==> src/rtl/fifo_sync.sv <==
// Single-clock valid/ready FIFO with first-word fall-through, occupancy, almost-full,
// synchronous flush and high-water-mark tracking.
module fifo_sync #(
  parameter int WIDTH    = 15,
  parameter int DEPTH    = 4,
  parameter int AF_LEVEL = 3,
  localparam int CW      = $clog2(DEPTH + 1)
) (
  input  logic             clk,
  input  logic             rst,
  input  logic             flush,
  input  logic             in_valid,
  output logic             in_ready,
  input  logic [WIDTH-1:0] in_data,
  output logic             out_valid,
  input  logic             out_ready,
  output logic [WIDTH-1:0] out_data,
  output logic [CW-1:0]    count,
  output logic             almost_full,
  output logic [CW-1:0]    max_level
);

  localparam int AW = (DEPTH > 1) ? $clog2(DEPTH) : 1;

  logic [WIDTH-1:0] mem [DEPTH];
  logic [AW-1:0]    wr_ptr;
  logic [AW-1:0]    rd_ptr;
  logic [CW-1:0]    count_nxt;
  logic             push;
  logic             pop;

  // Status is decoded from the registered count only, so no input reaches an output.
  assign in_ready    = (count != CW'(DEPTH));
  assign out_valid   = (count != '0);
  assign almost_full = (count >= CW'(AF_LEVEL));
  assign out_data    = out_valid ? mem[rd_ptr] : '0;

  assign push = in_valid & in_ready;
  assign pop  = out_valid & out_ready;

  always_comb begin
    count_nxt = count;
    if (push && !pop) begin
      count_nxt = count + CW'(1);
    end else if (pop && !push) begin
      count_nxt = count - CW'(1);
    end
  end

  // Pointers wrap for free because DEPTH is a power of two.
  always_ff @(posedge clk or negedge rst) begin
    if (!rst) begin
      wr_ptr    <= '0;
      rd_ptr    <= '0;
      count     <= '0;
      max_level <= '0;
    end else if (flush) begin
      wr_ptr    <= '0;
      rd_ptr    <= '0;
      count     <= '0;
      max_level <= '0;
    end else begin
      if (push) wr_ptr <= wr_ptr + AW'(1);
      if (pop)  rd_ptr <= rd_ptr + AW'(1);
      count <= count_nxt;
      if (count_nxt > max_level) max_level <= count_nxt;
    end
  end

  // Flush leaves storage untouched; only reset clears it.
  always_ff @(posedge clk or negedge rst) begin
    if (!rst) begin
      for (int i = 0; i < DEPTH; i++) mem[i] <= '0;
    end else if (push && !flush) begin
      mem[wr_ptr] <= in_data;
    end
  end

endmodule

==> config.mk <==
export PLATFORM = sky130hd
export DESIGN_NAME = fifo_sync
export DESIGN_NICKNAME = d
export VERILOG_FILES = /design/src/rtl/fifo_sync.sv
export SDC_FILE = /design/constraint.sdc
export NUM_CORES = 1
export LEC_CHECK = 0
export ABC_AREA = 1
export ABC_CLOCK_PERIOD_IN_PS = 3200
export BUFFER_PORTS_ARGS = -buffer_cell sky130_fd_sc_hd__buf_2
export CELL_PAD_IN_SITES_DETAIL_PLACEMENT = 1
export CELL_PAD_IN_SITES_GLOBAL_PLACEMENT = 2
export CORE_ASPECT_RATIO = 1.25
export CORE_UTILIZATION = 25
export DETAILED_ROUTE_END_ITERATION = 10
export PLACE_DENSITY_LB_ADDON = 0.1
export SLEW_MARGIN = 5
export SYNTH_ARGS = -nofsm -noshare
export SYNTH_HDL_FRONTEND = slang
export SYNTH_SLANG_ARGS = --single-unit
==> constraint.sdc <==
create_clock -name clk -period 3.2 [get_ports clk]
set_input_delay 0.96 -clock clk [delete_from_list [all_inputs] [get_ports clk]]
set_output_delay 0.96 -clock clk [all_outputs]
set_load 0.01 [all_outputs]
Word-level counts from Yosys, hierarchy flattened
Cells that the tools add are included.
{"block": "op_classes", "addsub": 4, "n_lt_le_gt_ge": 5, "eq_ne": 1, "muxes": 16, "bitwise_logic": 4, "reduce_logical": 11}
{"op": "$bwmux W60", "n": 1}
{"op": "$mux W15", "n": 4}
{"op": "$bmux W15 S2", "n": 1}
{"op": "$demux W15 S2", "n": 1}
{"op": "$mux W3", "n": 5}
{"op": "$mux W2", "n": 4}
{"op": "$ge A3 B3 Y1 const B", "n": 2}
{"op": "$not A2 Y3", "n": 2}
{"op": "$reduce_bool A2 Y1", "n": 3}
{"op": "$add A2 B1 Y2 const B", "n": 2}
{"op": "$logic_and A1 B1 Y1", "n": 4}
{"op": "$add A3 B1 Y3 const B", "n": 1}
{"op": "$ge A3 B2 Y1 const B", "n": 1}
{"op": "$gt A3 B3 Y1", "n": 1}
{"op": "$logic_not A1 Y1", "n": 3}
{"op": "$lt A3 B1 Y1 const B", "n": 1}
{"op": "$ne A3 B3 Y1 const B", "n": 1}
{"op": "$reduce_bool A3 Y1", "n": 1}
{"op": "$sub A3 B1 Y3 const B", "n": 1}
{"op": "$and A1 B1 Y1", "n": 2}
{"block": "word_totals", "ff_bits": 70, "inputBits": 20, "out_inout_bits": 24, "elab_cells": 49}

Depth between registers and ports, before layout
Gate-level depths: netlist of the first run.
{"block": "logic_depth", "depth_word": 9, "ltp_mapped": 17, "depth_no_buf": 17}

Least setup slack after synthesis of the first run
Ideal clock, no wire load.
{"block": "synth_timing", "kind": "register to output", "start": "register count[0]", "end": "output port out_data[10]", "t_arrival_ps": 1385, "required_ps": 2240, "setup_slack_ps": 855, "stages_incl_launch_ff": 7, "n_path_buf": 1, "cell_sequence": "dfrtp_1 -> inv_1 -> ha_1 -> nand2_4 -> inv_1 -> buf_1 -> a21oi_1"}
{"block": "synth_between", "elab_chain_len": 2}
{"item": "start, declared", "line_no": "18", "source": "output logic [CW-1:0] count,"}
{"item": "start signal, assigned", "line_no": "65", "source": "count <= count_nxt;"}
{"item": "$reduce_bool A3 Y1", "line_no": "34", "source": "assign out_valid = (count != '0);"}
{"item": "via out_valid", "line_no": "15", "source": "output logic out_valid,"}
{"item": "$mux W15", "line_no": "36", "source": "assign out_data = out_valid ? mem[rd_ptr] : '0;"}
{"item": "end, declared", "line_no": "17", "source": "output logic [WIDTH-1:0] out_data,"}
The timed path passes the listed nets, and every way through them passes these cells.

Final worst setup path of the first run
{"block": "layout_timing", "start": "register count[0]", "end": "output port out_data[11]"}
{"block": "layout_between", "elab_chain_len": 2}
{"item": "$reduce_bool A3 Y1", "line_no": "34"}
{"item": "$mux W15", "line_no": "36"}
Every way passes these cells.

==> results_dict.tcl, run 1 <==
set metrics [dict create \
    holdWs_ps 498 \
    max_cap_violations 0 \
    grt_setup_unrepaired "false" \
    die_x_um 111 \
    grt_max_degree 52 \
    cts_made_buffers 9 \
    start_kind "flop" \
    synthArstFlopShare_pct 100 \
    cts_sinks 70 \
    ys_seq_area_share_pct 47.0 \
    hold_buffers 0 \
    final_util_pct 29.9 \
    ys_ff_latch 70 \
    yosysUniqueCellTypes 24 \
    area_growth_pct 16.2 \
    viasPerCell 4.59 \
    num_io_pins 44 \
    path_clk_slew_ps 50 \
    cts_tree "yes" \
    power_leakage_uw 0.00215 \
    grt_pass1_vias 3329 \
    irDropWorstVdd_mv 0.298 \
    clk_latency_ps 330 \
    core_area_mm2 0.0145 \
    crit_required_ps 2240 \
    overflow 0 \
    clockRootBuffer "clkbuf_16" \
    fmax_ghz 0.347 \
    status "finished, violations left" \
    cp_common_cell "inv_1" \
    worst_path_largest_cell_delay_ps 410 \
    diodes 0 \
    synth_warnings 0 \
    detail-route-antenna-nets 0 \
    htreeDepth 3 \
    worst_pin_slew_ps 660 \
    cts_resized 0 \
    hold_class "reg -> reg" \
    synth_area_leader_cell "dfrtp_1" \
    crit_type "reg -> out" \
    netlist_instances 441 \
    critical_path.cell_chain "inv_1 > ha_1 > nand2_4 > inv_1 > buf_4 > a21oi_1 > buf_2" \
    firstDrtPassIters 7 \
    crit_path_end_kind "output pin" \
    drc_errors 10 \
    nFillCells 1733 \
    slowest_stage "dfrtp_1" \
    drt_iter0_drc 77 \
    fin_nets 507 \
    antenna_found_initial 0 \
    final_common_cell "nand2_1" \
    design_area_mm2 0.00433 \
    worst_ep_arrival_time_ps 1920 \
    track_usage_pct 15.1 \
    start_util_pct 25.8 \
    die_y_um 138 \
    timing.slew.headroom_pct 55.9 \
    p_per_area_mw_per_mm2 900 \
    die-area_mm2 0.0154 \
    gp_congestion 0.684 \
    reg2reg_slack_ps 810 \
    finClkSkew_ps 4.41 \
    clockBufferDepth 2 \
    synth_area_leaders "dfrtp_1, nand2_1, o21ai_0, o21ai_2, a21oi_1" \
    worstPathMaxFanout 10 \
    drive_above_1_share_pct 22.1 \
    wl_per_cell_um 16.1 \
    syn-cell-area_mm2 0.00373 \
    finalSetupTns_ps 0 \
    syn-num-nets 472 \
    synth_top_area_share_pct 47.0 \
    maxSlewViolCount 0 \
    synth_area_per_cell_um2 8.45 \
    synth_top_flop_cell "dfrtp_1" \
    dp_hpwl_um 6960 \
    postPlaceCellArea_mm2 0.00406 \
    final_cell_mix "nand2_1, dfrtp_1, o21ai_0" \
    grt_pass1_wl_um 17800 \
    synth_edf_count 0 \
    fin_crit_sh_pct 90.1 \
    rows 49 \
    failed_checks "DRC" \
    setup_viol 0 \
    fin_crit_ps 2880 \
    postRouteWirelength_um 10600 \
    postCtsSetupBuffers 0 \
    portBuffers 43 \
    via_count 3019 \
    hold_violations 0 \
]
==> path summary, 6_finish.rpt <==
kind | start | endpoint | cells past startpoint
setup / recovery | count[0] | out_data[11] | 7
hold / removal | mem[59] | mem[59] | 2
setup reg to reg | count[0] | max_level[0] | 17
hold reg to reg | mem[59] | mem[59] | 2
max in group asynchronous | rst | mem[38] | 2
min in group asynchronous | rst | mem[18] | 1
==> cell type report <==
class	instances	area [um2]	share of cell area [%]
clock buffer	14	264	6.10
clock inverter	1	5.00	0.116
inverter	50	193	4.45
multi-input combinational	297	1620	37.3
sequential	70	1750	40.5
tap	178	223	5.14
timing repair buffer	48	278	6.42
==> sequential cells by signal, summed over array words and instances, names as in the netlist <==
name / flops
count: 3
max_level: 3
mem: 60
rd_ptr: 2
wr_ptr: 2
==> layer usage <==
| layer | wire length (um) | share of wire [%] | track usage [%] | vias up |
|---|---|---|---|---|
| li1 | - | - | - | 1503 |
| met3 | 320 | 3.0 | 2.37 | 9 |
| met2 | 5280 | 50 | 26.2 | 38 |
| met1 | 4810 | 45 | 18.5 | 1469 |
| met5 | 0 | 0 | 0 | - |
| met4 | 171 | 1.6 | 6.19 | 0 |
==> worst max-delay path, delay by kind of cell, from the launching register on <==
kind | cells | cell delay, ps
simple gates | 1 | 100
fa+ha+maj | 1 | 290
buf+inv | 4 | 720
flops | 1 | 410
compound gates | 1 | 60
==> report_power, final <==
group / switching (uW) / internal [uW]
sequential: 150 / 1250
clock: 366 / 562
combinational: 982 / 591
==> kinds of logic (layout without fill, tap and decap cells) <==
logic type | after synthesis | count (layout) | synth area share, %
AO/OA/AOI/OAI | 144 | 144 | 22.4
AND/OR/NAND/NOR | 142 | 142 | 17.3
buffers and inverters | 74 | 113 | 9.64
flip-flops | 70 | 70 | 47.0
adder cells (fa/ha/maj) | 11 | 11 | 3.69
==> cells in the mapped netlist (3+ instances only) <==
cell type and number:
inv_2 3, nor2_1 5, dfrtp_1 70, buf_2 5
o21ai_2 30, o21ai_1 3, nand2_2 5, ha_1 11
clkbuf_1 7, nand3_1 9, buf_6 9, o21ai_0 61
nand2_1 113, a21oi_1 50, inv_1 46
==> metrics by stage <==
stage                     power (uW)  cells  setup slack (ps)
after detailed placement        3040    643               540
final                           3900    658               316
after global placement          2990    643               586
after CTS                       4000    658               249
after global routing            4250    658               158
after floorplan                 2490    441               855
(Power assumes the default switching activity.)
==> run 2: changes to the inputs <==
--- a/config.mk
+++ b/config.mk
@@ -10,7 +10,6 @@
 export BUFFER_PORTS_ARGS = -buffer_cell sky130_fd_sc_hd__buf_2
 export CELL_PAD_IN_SITES_DETAIL_PLACEMENT = 1
 export CELL_PAD_IN_SITES_GLOBAL_PLACEMENT = 2
-export CORE_ASPECT_RATIO = 1.25
 export CORE_UTILIZATION = 25
 export DETAILED_ROUTE_END_ITERATION = 10
 export PLACE_DENSITY_LB_ADDON = 0.1
==> run 2 against run 1 <==
The run now ends clean. Combinational power hardly changed. Sequential cell count stayed put. Register-to-register slack worse by 30 ps. Clock-buffer cell count is 1 lower. Critical endpoint is now out_data[4]. Highest routed layer unchanged. Utilization hardly changed. Worst hold slack worse by 5.7 ps. Clock skew is 1.3 ps higher. Sequential share of layout area is 0.15 points lower. Non-clock buffer count is 2 higher. Critical path depth stayed put. Final area is 0.38% higher. First-iteration DRC count is 3.9% lower.
==> results_dict.tcl, run 2 (synthesis results as in run 1) <==
set metrics [dict create \
    status "complete, no violations" \
    critical_path.cell_chain "inv_1 > ha_1 > nand2_4 > inv_1 > buf_4 > a21oi_1 > buf_2" \
    hold_buffers 0 \
    cts_tree "yes" \
    fmax_ghz 0.355 \
    area_growth_pct 16.6 \
    fin_nets 509 \
    cp_common_cell "inv_1" \
    htreeDepth 3 \
    via_count 3099 \
    drt_iter0_drc 74 \
    regArea_mm2 0.00175 \
    clk_latency_ps 340 \
    path_clk_slew_ps 60 \
    overflow 0 \
    grt_pass1_wl_um 17500 \
    power_uw 3930 \
    final_common_cell "nand2_1" \
    diodes 0 \
    timing.slew.headroom_pct 54.5 \
    worst_path_largest_cell_delay_ps 380 \
    power_leakage_uw 0.00215 \
    worst_pin_slew_ps 682 \
    nFillCells 1721 \
    track_usage_pct 15.6 \
    reg_top3 "mem: 60 flops, count: 3 flops, max_level: 3 flops" \
    clockBufferDepth 2 \
    core_area_mm2 0.0145 \
    cts_resized 0 \
    finalSetupTns_ps 0 \
    detail-route-antenna-nets 0 \
    grt_pass1_vias 3196 \
    portBuffers 43 \
    worst_ep_arrival_time_ps 1860 \
    postCtsSetupBuffers 0 \
    start_util_pct 25.6 \
    rows 44 \
    gp_congestion 0.753 \
    grt_setup_unrepaired "false" \
    hold_class "reg -> reg" \
    critPathBufInv 4 \
    top_register "mem" \
    clockRootBuffer "clkbuf_16" \
    irDropWorstVdd_mv 0.269 \
    slowest_stage "dfrtp_1" \
    num_io_pins 44 \
    postRouteWirelength_um 10900 \
    drc_errors 0 \
    setup_viol 0 \
    crit_type "reg -> out" \
    critical-path-top-delay-family "buffers and inverters" \
    fin_crit_ps 2820 \
    worstPathMaxFanout 15 \
    die-area_mm2 0.0154 \
    finClkSkew_ps 5.71 \
    maxSlewViolCount 0 \
    drive_above_1_share_pct 22.7 \
    die_y_um 124 \
    die_x_um 124 \
    p_per_area_mw_per_mm2 905 \
    cts_sinks 70 \
    dp_hpwl_um 6800 \
    antenna_found_initial 0 \
    wl_per_cell_um 16.4 \
    cts_made_buffers 9 \
    max_cap_violations 0 \
    firstDrtPassIters 4 \
    viasPerCell 4.66 \
    start_kind "flop" \
    multiInputGateArea_mm2 0.00162 \
    hold_violations 0 \
    crit_path_end_kind "output pin" \
    grt_max_degree 71 \
    crit_required_ps 2240 \
    largest_reg_flops 60 \
    fin_crit_sh_pct 88.1 \
    final_cell_mix "nand2_1, dfrtp_1, o21ai_0" \
]
-- run 2: path summary, 6_finish.rpt --
kind,from,to,slack (ps),cells past startpoint
setup / recovery,count[0],out_data[4],380,7
min in group asynchronous,rst,mem[44],610,2
hold / removal,mem[50],mem[50],490,2
hold reg to reg,mem[50],mem[50],490,2
setup reg to reg,count[0],max_level[2],780,17
max in group asynchronous,rst,mem[25],2190,2
-- run 2: report_power, final --
group / switching [uW] / total, uW / internal (uW)
Sequential: 143 / 1390 / 1250
Clock: 373 / 952 / 579
Combinational: 1000 / 1590 / 588
-- run 2: final cells by class --
class | count | share of cell area [%]
Timing Repair Buffer | 50 | 6.45
Multi-Input combinational cell | 297 | 37.2
Clock buffer | 13 | 6.22
Inverter | 50 | 4.43
Clock inverter | 1 | 0.115
Tap cell | 184 | 5.30
Sequential cell | 70 | 40.3
-- run 2: layer usage --
| layer | share of wire [%] | vias to the layer above | global-route usage (%) | wire, um |
|---|---|---|---|---|
| met5 | 0 | - | 0 | 0 |
| met2 | 49 | 38 | 26.2 | 5300 |
| li1 | - | 1508 | - | - |
| met3 | 3.8 | 8 | 4.58 | 411 |
| met4 | 0.77 | 0 | 3.50 | 84 |
| met1 | 47 | 1545 | 19.8 | 5120 |
-- run 2: tightest hold or removal path: cells and delay by family, from the launching register on --
kind | cells | cell delay, ps
and+or+nand+nor | 1 | 60
AOI/OAI and AO/OA | 1 | 70
DFF | 1 | 330
-- run 2: stage by stage --
step	utilization, %	instances	worst slack, ps	area [um2]	hold WS (ps)
after floorplan	-	441	855	3730	459
after global placement	28.0	651	594	4070	474
after detailed placement	28.0	651	518	4070	482
after CTS	29.9	665	314	4350	495
after global routing	29.9	665	183	4350	520
final	29.9	665	382	4350	492
